==> src/rtl/muldiv_unit.sv <==
// muldiv_unit
//   Iterative RV32M multiply/divide unit. One shift-add (multiply) or restoring
//   shift-subtract (divide) step per cycle on operand magnitudes for 32 cycles.
//   A final fix-up cycle applies the sign and selects the output word.
//   Divide-by-zero and signed-overflow divides finish in one cycle.
//
// Ports
//   clk        : clock, rising edge
//   rst_n      : asynchronous active-low reset
//   start      : request an operation (sampled only when idle)
//   funct3     : 000 MUL, 001 MULH, 010 MULHSU, 011 MULHU,
//                100 DIV, 101 DIVU, 110 REM,    111 REMU
//   operand_A  : rs1 (multiplicand / dividend)
//   operand_B  : rs2 (multiplier / divisor)
//   flush      : abort, return to idle without a done pulse
//   busy       : high whenever not idle
//   done       : one-cycle pulse, result valid in that cycle
//   result     : operation result, held until overwritten by a new result
//   stall      : combinational pipeline stall request
module muldiv_unit (
  input  logic        clk,
  input  logic        rst_n,
  input  logic        start,
  input  logic [2:0]  funct3,
  input  logic [31:0] operand_A,
  input  logic [31:0] operand_B,
  input  logic        flush,
  output logic        busy,
  output logic        done,
  output logic [31:0] result,
  output logic        stall
);

  localparam logic [1:0] S_IDLE = 2'd0;
  localparam logic [1:0] S_CALC = 2'd1;
  localparam logic [1:0] S_FIX  = 2'd2;
  localparam logic [1:0] S_DONE = 2'd3;

  // Two's-complement negate when neg is set.
  function automatic logic [31:0] cond_neg32(input logic [31:0] x, input logic neg);
    cond_neg32 = neg ? (~x + 32'd1) : x;
  endfunction

  function automatic logic [63:0] cond_neg64(input logic [63:0] x, input logic neg);
    cond_neg64 = neg ? (~x + 64'd1) : x;
  endfunction

  logic [1:0]  state_q,   state_d;
  logic [5:0]  cnt_q,     cnt_d;
  logic [2:0]  op_q,      op_d;
  logic [31:0] acc_q,     acc_d;     // product high half / partial remainder
  logic [31:0] lo_q,      lo_d;      // multiplier shifting out, product low half / quotient
  logic [31:0] opnd_q,    opnd_d;    // multiplicand or divisor magnitude
  logic        neg_res_q, neg_res_d; // product/quotient must be negated
  logic        neg_rem_q, neg_rem_d; // remainder must be negated (dividend negative)
  logic [31:0] result_q,  result_d;

  logic        a_signed_s, b_signed_s, a_neg_s, b_neg_s;
  logic [31:0] mag_a_s, mag_b_s;
  logic        div_zero_s, div_ovf_s;
  logic [32:0] mul_sum_s;
  logic [32:0] div_sh_s;
  logic [33:0] div_diff_s;
  logic [63:0] prod_fix_s;
  logic [31:0] fix_result_s;
  logic [1:0]  fsm_next_s;
  logic [31:0] res_next_s;

  // Operand signedness decode: MULH/DIV/REM both signed, MULHSU only rs1 signed.
  assign a_signed_s = (funct3 == 3'b001) || (funct3 == 3'b010) ||
                      (funct3 == 3'b100) || (funct3 == 3'b110);
  assign b_signed_s = (funct3 == 3'b001) || (funct3 == 3'b100) || (funct3 == 3'b110);
  assign a_neg_s    = a_signed_s & operand_A[31];
  assign b_neg_s    = b_signed_s & operand_B[31];
  assign mag_a_s    = cond_neg32(operand_A, a_neg_s);
  assign mag_b_s    = cond_neg32(operand_B, b_neg_s);

  assign div_zero_s = funct3[2] && (operand_B == 32'd0);
  // Only the signed forms (DIV/REM) can overflow.
  assign div_ovf_s  = funct3[2] && !funct3[0] &&
                      (operand_A == 32'h8000_0000) && (operand_B == 32'hFFFF_FFFF);

  // Multiply step: conditionally add multiplicand to the high half, then shift
  // the 65-bit {carry, acc, lo} right by one.
  assign mul_sum_s  = {1'b0, acc_q} + (lo_q[0] ? {1'b0, opnd_q} : 33'd0);

  // Divide step: shift the next dividend bit into the remainder and trial-subtract.
  // The partial remainder stays below the divisor, so the shifted value fits 33 bits.
  assign div_sh_s   = {acc_q, lo_q[31]};
  assign div_diff_s = {1'b0, div_sh_s} - {2'b00, opnd_q};

  assign prod_fix_s = cond_neg64({acc_q, lo_q}, neg_res_q);

  // Final sign correction and output word selection.
  always_comb begin
    fix_result_s = 32'd0;
    case (op_q)
      3'b000:                 fix_result_s = prod_fix_s[31:0];
      3'b001, 3'b010, 3'b011: fix_result_s = prod_fix_s[63:32];
      3'b100, 3'b101:         fix_result_s = cond_neg32(lo_q, neg_res_q);
      3'b110, 3'b111:         fix_result_s = cond_neg32(acc_q, neg_rem_q);
      default:                fix_result_s = 32'd0;
    endcase
  end

  // Next-state, datapath and result computation.
  always_comb begin
    fsm_next_s = state_q;
    res_next_s = result_q;
    cnt_d      = cnt_q;
    op_d       = op_q;
    acc_d      = acc_q;
    lo_d       = lo_q;
    opnd_d     = opnd_q;
    neg_res_d  = neg_res_q;
    neg_rem_d  = neg_rem_q;

    case (state_q)
      S_IDLE: begin
        if (start) begin
          op_d      = funct3;
          neg_res_d = a_neg_s ^ b_neg_s;
          neg_rem_d = a_neg_s;
          cnt_d     = 6'd0;
          acc_d     = 32'd0;
          if (div_zero_s) begin
            res_next_s = funct3[1] ? operand_A : 32'hFFFF_FFFF;
            fsm_next_s = S_DONE;
          end else if (div_ovf_s) begin
            res_next_s = funct3[1] ? 32'd0 : 32'h8000_0000;
            fsm_next_s = S_DONE;
          end else if (funct3[2]) begin
            lo_d       = mag_a_s;
            opnd_d     = mag_b_s;
            fsm_next_s = S_CALC;
          end else begin
            lo_d       = mag_b_s;
            opnd_d     = mag_a_s;
            fsm_next_s = S_CALC;
          end
        end else begin
          fsm_next_s = S_IDLE;
        end
      end
      S_CALC: begin
        if (op_q[2]) begin
          acc_d = div_diff_s[33] ? div_sh_s[31:0] : div_diff_s[31:0];
          lo_d  = {lo_q[30:0], ~div_diff_s[33]};
        end else begin
          acc_d = mul_sum_s[32:1];
          lo_d  = {mul_sum_s[0], lo_q[31:1]};
        end
        cnt_d = cnt_q + 6'd1;
        if (cnt_q == 6'd31) begin
          fsm_next_s = S_FIX;
        end else begin
          fsm_next_s = S_CALC;
        end
      end
      S_FIX: begin
        res_next_s = fix_result_s;
        fsm_next_s = S_DONE;
      end
      S_DONE: begin
        fsm_next_s = S_IDLE;
      end
      default: begin
        fsm_next_s = S_IDLE;
      end
    endcase

    // Flush wins over everything, including a start in the same cycle, and
    // leaves the previous result untouched.
    if (flush) begin
      state_d  = S_IDLE;
      result_d = result_q;
    end else begin
      state_d  = fsm_next_s;
      result_d = res_next_s;
    end
  end

  // State and datapath registers.
  always_ff @(posedge clk or negedge rst_n) begin
    if (!rst_n) begin
      state_q   <= S_IDLE;
      cnt_q     <= 6'd0;
      op_q      <= 3'd0;
      acc_q     <= 32'd0;
      lo_q      <= 32'd0;
      opnd_q    <= 32'd0;
      neg_res_q <= 1'b0;
      neg_rem_q <= 1'b0;
      result_q  <= 32'd0;
    end else begin
      state_q   <= state_d;
      cnt_q     <= cnt_d;
      op_q      <= op_d;
      acc_q     <= acc_d;
      lo_q      <= lo_d;
      opnd_q    <= opnd_d;
      neg_res_q <= neg_res_d;
      neg_rem_q <= neg_rem_d;
      result_q  <= result_d;
    end
  end

  assign busy   = (state_q != S_IDLE);
  assign done   = (state_q == S_DONE);
  assign result = result_q;
  assign stall  = (start && (state_q == S_IDLE)) ||
                  ((state_q != S_IDLE) && (state_q != S_DONE));

endmodule

==> config.mk <==
export PLATFORM = sky130hd
export DESIGN_NAME = muldiv_unit
export DESIGN_NICKNAME = d
export VERILOG_FILES = /design/src/rtl/muldiv_unit.sv
export SDC_FILE = /design/constraint.sdc
export NUM_CORES = 1
export LEC_CHECK = 0
export BUFFER_PORTS_ARGS = -buffer_cell sky130_fd_sc_hd__buf_4
export CAP_MARGIN = 15
export CORE_ASPECT_RATIO = 1.5
export CORE_MARGIN = 5
export CORE_UTILIZATION = 45
export CTS_BUF_LIST = sky130_fd_sc_hd__clkbuf_16
export CTS_CLUSTER_SIZE = 14
export DETAILED_ROUTE_END_ITERATION = 8
export PLACE_DENSITY = 0.63
export SYNTH_ARGS = -nofsm -noshare
export SYNTH_HDL_FRONTEND = slang
export SYNTH_SLANG_ARGS = --single-unit
==> constraint.sdc <==
create_clock -name clk -period 3.15 [get_ports clk]
set_input_delay 0.1575 -clock clk [delete_from_list [all_inputs] [get_ports clk]]
set_output_delay 0.1575 -clock clk [all_outputs]
set_load 0.05 [all_outputs]
# ---- After elaboration in Yosys (flattened, before gate mapping)
# Index checks and enable logic that the tools add are counted.
dict set report word_totals {
  reg_bits 141
  latchBits 0
  ramBits 0
  romBits 0
  inputBits 71
  out_inout_bits 35
  word_cells 110
  n_memories 0
}
dict set report op_classes {
  n_addsub 8
  multipliers 0
  div 0
  n_lt_le_gt_ge 0
  n_eq_ne 22
  n_shift 0
  muxes 32
  bitwise 12
  n_reduce_logical 27
}
# op count
set ops {}
lappend ops {{two-way mux 32 bit} 19}
lappend ops {{one-hot mux 32 bit (2 select lines)} 3}
lappend ops {{adder 32 x 1 -> 32 bit, second input constant} 4}
lappend ops {{inverter 32 bit} 4}
lappend ops {{one-hot mux 32 bit (4 select lines)} 1}
lappend ops {{adder 64 x 1 -> 64 bit, second input constant} 1}
lappend ops {{== test 32 bit, second input constant} 2}
lappend ops {{two-way mux 64 bit} 1}
lappend ops {{inverter 64 bit} 1}
lappend ops {{subtractor 33 x 32 -> 34 bit} 1}
lappend ops {{adder 32 x 32 -> 33 bit} 1}
lappend ops {{logical NOT 32 bit} 1}
lappend ops {{== test 3 bit, second input constant} 6}
lappend ops {{one-hot mux 6 bit (2 select lines)} 1}
lappend ops {{AND reduction 4 bit} 3}
lappend ops {{two-way mux 2 bit} 5}
lappend ops {{== test 3 x 2 -> 1 bit, second input constant} 3}
lappend ops {{inequality test 2 bit, second input constant} 4}
lappend ops {{one-hot mux 2 bit (4 select lines)} 1}
lappend ops {{adder 6 x 1 -> 6 bit, second input constant} 1}
lappend ops {{== test 3 x 1 -> 1 bit, second input constant} 2}
lappend ops {{== test 6 x 5 -> 1 bit, second input constant} 1}
lappend ops {{logical AND 1 bit} 6}
lappend ops {{logical OR 1 bit} 6}
lappend ops {{other kinds (14)} 23}

# ---- Longest topological paths before layout
# Gate-level depths: netlist (run 1).
dict set report depth {
  ltp_word 11
  depth_mapped 15
  depth_no_buf 13
}

# ---- Worst setup path before layout (run 1)
# No wires, ideal clock.
dict set report synth_timing {
  path_kind {register to register}
  start {reg lo_q[0]}
  end {reg acc_q[27]}
  setup_time_ps 137
  arrival_ps 3311
  required_ps 3013
  slack_ps -298
  stages_incl_launch_ff 15
  path_buffers 2
  period_less_slack_ps 3448
  cell_sequence {dfrtp_1 -> clkbuf_1 -> inv_1 -> clkbuf_1 -> nor2_1 -> ha_1 -> o211ai_1 -> a21oi_1 -> o41ai_1 -> a31oi_1 -> a2111oi_0 -> o21ai_0 -> mux2i_1 -> a211oi_1 -> o211ai_1}
}
dict set report synth_between {
  elab_chain_len 4
}
# element line_no
set synth_rtl {}
lappend synth_rtl {{from (decl)} 52} ;# logic [31:0] lo_q, lo_d;
lappend synth_rtl {{from (signal assigned)} 200} ;# lo_q <= lo_d;
lappend synth_rtl {{two-way mux 32 bit} 85} ;# assign mul_sum_s = {1'b0, acc_q} + (lo_q[0] ? {1'b0, opnd_q} : 33'd0);
lappend synth_rtl {{adder 32 x 32 -> 33 bit} 85}
lappend synth_rtl {{two-way mux 32 bit} 146} ;# if (op_q[2]) begin
lappend synth_rtl {{one-hot mux 32 bit (2 select lines)} 118} ;# case (state_q)
lappend synth_rtl {{to (signal assigned)} 189} ;# acc_q <= 32'd0;
lappend synth_rtl {{to (signal assigned)} 199} ;# acc_q <= acc_d;
lappend synth_rtl {{to (decl)} 51} ;# logic [31:0] acc_q, acc_d;
# Every way passes these cells.
# A chain may end at the register's enable or synchronous reset.

# ---- Final worst setup path (run 1)
dict set report layout_timing {
  start {reg acc_q[23]}
  end {reg acc_q[3]}
}
dict set report layout_between {
  elab_chain_len 4
}
# element line_no
set layout_rtl {}
lappend layout_rtl {{subtractor 33 x 32 -> 34 bit} 90} ;# assign div_diff_s = {1'b0, div_sh_s} - {2'b00, opnd_q};
lappend layout_rtl {{two-way mux 32 bit} 147} ;# acc_d = div_diff_s[33] ? div_sh_s[31:0] : div_diff_s[31:0];
lappend layout_rtl {{two-way mux 32 bit} 146}
lappend layout_rtl {{one-hot mux 32 bit (2 select lines)} 118}
# Every way passes these cells.

==> flow_summary.ini, run 1 <==
[synth]
synth_cell_type_count = 86
syn-num-nets = 2197
syn_avg_cell_area_um2 = 7.35
netlist.area_leader.share = 0.234
ys_dominant_reg_cell = sky130_fd_sc_hd__dfrtp_1
ys_ff_latch = 141
async_reset_ff_frac = 1.00
netlist_top_cells_area = sky130_fd_sc_hd__dfrtp_1 23%, sky130_fd_sc_hd__a21oi_1 7.4%, sky130_fd_sc_hd__o21ai_0 6.7%, sky130_fd_sc_hd__ha_1 5.8%, sky130_fd_sc_hd__nor2_1 5.7%
synth_top_area_cell = sky130_fd_sc_hd__dfrtp_1
synth_instances = 2054
seq_area_frac_synth = 0.234
synth_edf_count = 0
synthesis.yosys.warnings = 0
cell_area_after_technology_mapping_mm2 = 0.0151

[power]
static-leakage-power_nw = 8.72
power.share.combinational = 0.681
clkPwrFrac = 0.143
internal-power_mw = 8.03
p_sw_frac = 0.482
sequentialPowerShare = 0.176
pwr_density_cell_mw_per_mm2 = 787
power.net_switching_mw = 7.49
max-vdd-ir-drop_mv = 0.483
design_power_total_mw = 15.5

[grt]
overflow = 0
first_global_vias = 17300
number_of_antenna_violations_at_the_first_check_in_global_routing = 0
grt_pass1_wl_mm = 103
grt_start_max_net_pins = 91
global_route.usage.total = 0.359

[die]
starting_density_of_the_core = 0.454
rows = 82
core_area_mm2 = 0.0332
die_y_um = 234
width_of_the_die_um = 160
num_io_pins = 106
fp.dieArea_mm2 = 0.0374

[clock_network]
clock_latency_at_the_later_pin_of_the_worst_skew_pair_ns = 0.46
clock-root-buffer = sky130_fd_sc_hd__clkbuf_16
ctsHtreeMaxLevel = 4
cts_tree = done
sink_count_of_the_clock_tree = 141
number_of_clock_buffers_inserted_by_tritoncts = 17
cts-root-to-sink-buffers = 2
clk_pin_slew_worst_paths_ns = 0.07

[route]
drt_drc_violations_left = 0
postRouteWirelength_mm = 70.3
num_vias = 17600
detailedRoute.firstIterationViolations = 1567
drtPass1Iterations = 7
vias_per_cell = 6.31
detail_route.wl_per_cell_um = 25.2
antenna_violating_nets_post_route = 0

[layout]
fin_util = 0.593
final_common_cell = sky130_fd_sc_hd__buf_4
drive_gt1_frac = 0.252
flow.area_growth_from_synthesis_pct = 30.7
layout_common_cells = 406 x sky130_fd_sc_hd__buf_4, 228 x sky130_fd_sc_hd__nor2_1, 209 x sky130_fd_sc_hd__a21oi_1
finish.net_count = 2503
n_fill_cell = 3147
multi_input_area_mm2 = 0.0114
sequential_cell_area_mm2 = 0.00353
antenna_cells = 0

[worst_setup_path]
timing.rr.start = acc_q[23]$_DFFE_PN0P_
reg2reg_depth = 13
crit_path_start = acc_q[23]$_DFFE_PN0P_
crit_required_ns = 3.49
path_max_fanout = 8
crit_type = register to register
critPathLaunchType = register
critical_path_arrival_ns = 3.46
critPathCaptureType = register

[timing]
final.period_utilization = 0.989
worst_slew_pin_slew_ns = 1.02
hold_viol_final = 0
clock.fmax_ghz = 0.321
final_min_period_ns = 3.12
finClkSkew_ns = 0.0132
unrepaired_setup_endpoints_after_global_routing = true
setup_viol = 0
worst_slew_margin_rel = 0.320
maxSlewViolCount = 0
final.setup.tns_ns = 0

[status]
outcome = finished clean

[placement]
portBuffers = 105
detailedPlacementHpwl_mm = 55.6
globalplace.congestion = 1.03

[worst_hold_path]
hold_path.class = primary input to register
hold_path_depth = 2
hp-start = funct3[0]

[job]
maxCapViolCount = 0
==> state kept, by name, summed over array words and instances, names as in the netlist <==
signal and cells:
acc_q 32, cnt_q 6, lo_q 32, neg_rem_q 1, neg_res_q 1, op_q 3
opnd_q 32, result 32, state_q 2
==> per-layer routing <==
metal,wire [um],global-route usage,vias to the layer above
li1,-,-,8074
met1,24200,0.378,8449
met2,34500,0.637,785
met3,3930,0.0448,316
met4,7690,0.299,0
met5,0,0,-
==> layout make-up <==
type / count / area share
multi-input cells: 1708 / 0.577
well taps: 420 / 0.0266
clock inverters: 15 / 0.00952
inverters: 61 / 0.0116
clock buffers: 17 / 0.0216
flip-flops and latches: 141 / 0.179
repair buffers: 431 / 0.174
==> power groups by stage <==
stage,Clock [mW],Sequential [mW],Combinational (mW)
6_report,2.22,2.73,10.6
5_1_grt,2.30,2.77,11.2
4_1_cts,2.23,2.67,9.52
3_5_place_dp,0,2.70,9.32
3_3_place_gp,0,2.69,9.26
2_1_floorplan,0,2.72,5.31
==> synthesized netlist by cell type, types with 6 or more instances <==
cell type,number
sky130_fd_sc_hd__dfrtp_1,141
sky130_fd_sc_hd__a21o_1,33
sky130_fd_sc_hd__mux2_2,8
sky130_fd_sc_hd__a221oi_1,9
sky130_fd_sc_hd__nor2b_1,19
sky130_fd_sc_hd__o221ai_1,13
sky130_fd_sc_hd__a31oi_1,27
sky130_fd_sc_hd__or3_1,14
sky130_fd_sc_hd__ha_1,70
sky130_fd_sc_hd__o21a_1,12
sky130_fd_sc_hd__nand2_1,205
sky130_fd_sc_hd__nand4_1,31
sky130_fd_sc_hd__nor4_1,14
sky130_fd_sc_hd__a22oi_1,10
sky130_fd_sc_hd__xor2_1,80
sky130_fd_sc_hd__and3_1,15
sky130_fd_sc_hd__a211oi_1,20
sky130_fd_sc_hd__mux2i_1,62
sky130_fd_sc_hd__xnor2_1,90
sky130_fd_sc_hd__o21ai_0,203
sky130_fd_sc_hd__nand3_1,36
sky130_fd_sc_hd__and2_1,9
sky130_fd_sc_hd__o211ai_1,15
sky130_fd_sc_hd__o31ai_1,24
sky130_fd_sc_hd__a41oi_1,6
sky130_fd_sc_hd__nand3b_1,10
sky130_fd_sc_hd__a32oi_1,9
sky130_fd_sc_hd__o21ai_2,7
sky130_fd_sc_hd__inv_1,61
sky130_fd_sc_hd__nor3_1,42
sky130_fd_sc_hd__o41ai_1,14
sky130_fd_sc_hd__a221o_1,12
sky130_fd_sc_hd__buf_2,10
sky130_fd_sc_hd__clkbuf_1,116
sky130_fd_sc_hd__nand2b_1,23
sky130_fd_sc_hd__buf_1,10
sky130_fd_sc_hd__a21oi_1,224
sky130_fd_sc_hd__nor2_1,230
sky130_fd_sc_hd__or4_1,12
==> worst max-delay path, cell delays in order, from the launching register on <==
cell	delay (ns)
sky130_fd_sc_hd__dfrtp_2	0.46
sky130_fd_sc_hd__ha_1	0.32
sky130_fd_sc_hd__buf_4	0.17
sky130_fd_sc_hd__a21oi_1	0.24
sky130_fd_sc_hd__o21ai_1	0.15
sky130_fd_sc_hd__a21oi_1	0.19
sky130_fd_sc_hd__nor2b_2	0.21
sky130_fd_sc_hd__a21oi_4	0.08
sky130_fd_sc_hd__a41oi_4	0.33
sky130_fd_sc_hd__buf_12	0.19
sky130_fd_sc_hd__buf_12	0.14
sky130_fd_sc_hd__mux2i_1	0.19
sky130_fd_sc_hd__a21oi_1	0.09
sky130_fd_sc_hd__a31o_2	0.23
==> through the flow <==
step           cell area, um^2  instances  setup slack (ns)  hold WS [ns]
6_report                 19700       2793            0.0334        0.0170
3_5_place_dp             18200       2728            -0.276         0.265
2_1_floorplan            15100       2054            0.0432        -0.138
3_3_place_gp             18200       2728            -0.316         0.252
5_1_grt                  19700       2793           -0.0719        0.0140
4_1_cts                  19000       2770           0.00288       0.00707
==> cell families (layout without fill, tap and decap cells) <==
family / Yosys count / count (layout) / share of synthesized area
mux: 74 / 74 / 0.0501
simple gates: 697 / 697 / 0.220
buf+inv: 205 / 524 / 0.0543
fa+ha+maj: 72 / 72 / 0.0607
flops: 141 / 141 / 0.234
compound gates: 695 / 695 / 0.282
xor+xnor: 170 / 170 / 0.0987
==> what timing repair did <==
item | 4_1_cts | 5_1_grt
hold endpoints to repair | 79 | 0
hold buffers | 2 | 0
setup buffers | 8 | 26
pin swaps | 15 | 43
resized for setup | 32 | 112
cloned | 0 | 1
endpoints found under the setup margin | 37 | 48
==> final timing paths <==
path	end	slack, ns
max in group asynchronous	acc_q[13]$_DFFE_PN0P_	1.96
min in group asynchronous	cnt_q[3]$_DFFE_PN0P_	0.32
worst max-delay path	acc_q[3]$_DFFE_PN0P_	0.03
worst min register to register	result[22]$_DFFE_PN0P_	0.48
worst min-delay path	op_q[0]$_DFFE_PN0P_	0.02
worst max register to register	acc_q[3]$_DFFE_PN0P_	0.03
Power figures use the tool's default switching activity.
==> inputs of run 2 (changes only) <==
Settings changed: CORE_MARGIN 5 to 2.
==> flow_summary.ini, run 2 (synthesized netlist as in run 1, its figures left out) <==
[grt]
grt_start_max_net_pins = 87
first_global_vias = 17400
global_route.usage.total = 0.393
number_of_antenna_violations_at_the_first_check_in_global_routing = 1
overflow = 0
grt_pass1_wl_mm = 104

[layout]
final-instance-count-excl-fill = 2815
antenna_cells = 0
flow.area_growth_from_synthesis_pct = 31.5
drive_gt1_frac = 0.258
finish.net_count = 2525
final_common_cell = sky130_fd_sc_hd__buf_4
layout_common_cells = 429 x sky130_fd_sc_hd__buf_4, 223 x sky130_fd_sc_hd__nor2_1, 204 x sky130_fd_sc_hd__nand2_1

[power]
pwr_density_cell_mw_per_mm2 = 771
max-vdd-ir-drop_mv = 0.500
static-leakage-power_nw = 8.83

[route]
met3_routed_wl_mm = 3.57
detailedRoute.firstIterationViolations = 1330
drtPass1Iterations = 5
route.top_layer_used = met5
vias_per_cell = 6.22
detail_route.wl_per_cell_um = 25.2
postRouteWirelength_mm = 70.9
drt_drc_violations_left = 0
antenna_violating_nets_post_route = 0
num_vias = 17500
wl_met1_mm = 24.8
wl_met2_mm = 35.4

[worst_setup_path]
critPathCaptureType = register
critical_path_arrival_ns = 3.47
crit_required_ns = 3.50
path_max_fanout = 4
crit_type = register to register
critPathLaunchType = register

[timing]
finClkSkew_ns = 0.0144
clock.fmax_ghz = 0.320
final.period_utilization = 0.991
hold_viol_final = 0
whs_ns = 0.0357
final_min_period_ns = 3.12
worst_slew_pin_slew_ns = 0.929
unrepaired_setup_endpoints_after_global_routing = true
setup_viol = 0
maxSlewViolCount = 0
worst_slew_margin_rel = 0.381
final.setup.tns_ns = 0
timing.final.ws_setup_ns = 0.0295

[placement]
portBuffers = 105
globalplace.congestion = 1.02
pre_cts_ws_ns = -0.146
place_inst = 2755
detailedPlacementHpwl_mm = 57.0

[die]
rows = 82
fp.dieArea_mm2 = 0.0350
starting_density_of_the_core = 0.454
die_y_um = 228
num_io_pins = 106
width_of_the_die_um = 154
core_area_mm2 = 0.0332

[clock_network]
cts_tree = done
ctsHtreeMaxLevel = 4
clk_pin_slew_worst_paths_ns = 0.07
clock-root-buffer = sky130_fd_sc_hd__clkbuf_16
number_of_clock_buffers_inserted_by_tritoncts = 17
sink_count_of_the_clock_tree = 141
cts-root-to-sink-buffers = 2
clock_latency_at_the_later_pin_of_the_worst_skew_pair_ns = 0.47

[status]
outcome = finished clean

[worst_hold_path]
hold_path.class = primary input to register

[job]
maxCapViolCount = 0
==> run 2: cell count changes in the layout (fill, tap and decap cells not counted), sizes merged <==
cell,delta
clkbuf,+1
dlygate4sd3,+1
bufinv,-2
clkinvlp,+1
clkinv,-3
buf,+20
inv,+4
==> run 2: worst max-delay path, cell delays in order (launching register included) <==
cell	delay, ns
sky130_fd_sc_hd__dfrtp_1	0.39
sky130_fd_sc_hd__or3_4	0.39
sky130_fd_sc_hd__or4b_4	0.52
sky130_fd_sc_hd__buf_4	0.16
sky130_fd_sc_hd__nor4_2	0.28
sky130_fd_sc_hd__and2_4	0.21
sky130_fd_sc_hd__nor2_2	0.08
sky130_fd_sc_hd__o41ai_2	0.39
sky130_fd_sc_hd__xnor2_2	0.17
sky130_fd_sc_hd__a221oi_2	0.31
sky130_fd_sc_hd__a21oi_1	0.10
==> run 2: final timing paths <==
kind                                           to              startpoint  cells past startpoint  slack [ns]
setup / recovery           result[14]$_DFFE_PN0P_    lo_q[11]$_DFFE_PN0P_                     10        0.03
hold / removal               state_q[0]$_DFF_PN0_                   start                      3        0.04
setup reg to reg           result[14]$_DFFE_PN0P_    lo_q[11]$_DFFE_PN0P_                     10        0.03
hold reg to reg            opnd_q[12]$_DFFE_PN0P_  opnd_q[12]$_DFFE_PN0P_                      2        0.48
max in group asynchronous   acc_q[10]$_DFFE_PN0P_                   rst_n                      2        2.08
min in group asynchronous  result[17]$_DFFE_PN0P_                   rst_n                      2        0.29
==> run 2: layout make-up <==
type	instances	area, um^2
timing repair buffer	453	3610
multi-input combinational	1708	11300
clock buffer	17	425
inverter	61	229
tap	420	526
sequential	141	3530
fill	3161	13400
clock inverter	15	174
==> run 2: per-layer routing <==
layer	track usage	vias up
met2	0.691	720
li1	-	8142
met1	0.408	8373
met3	0.0507	275
met5	0	-
met4	0.336	2
==> run 2: what timing repair did <==
action	in CTS	in global routing
pin swaps	7	49
cloned	0	3
gates resized for setup	21	112
setup endpoints to repair	37	40
endpoints found under the hold margin	88	0
buffers inserted	4	18
hold buffers	3	0
==> run 2: where the power goes <==
part           switching [mW]  internal, mW
clock network            1.01          1.13
registers               0.439          2.20
logic                    6.03          4.48
total                    7.48          7.81
==> run 2: per-stage QoR <==
| step | util | area [um^2] | power, mW |
|---|---|---|---|
| global placement | 0.553 | 18400 | 12.1 |
| detailed placement | 0.553 | 18400 | 12.2 |
| global route | 0.597 | 19800 | 16.1 |
| finish | 0.597 | 19800 | 15.3 |
| floorplan | - | 15100 | 8.03 |
| CTS | 0.575 | 19100 | 14.5 |
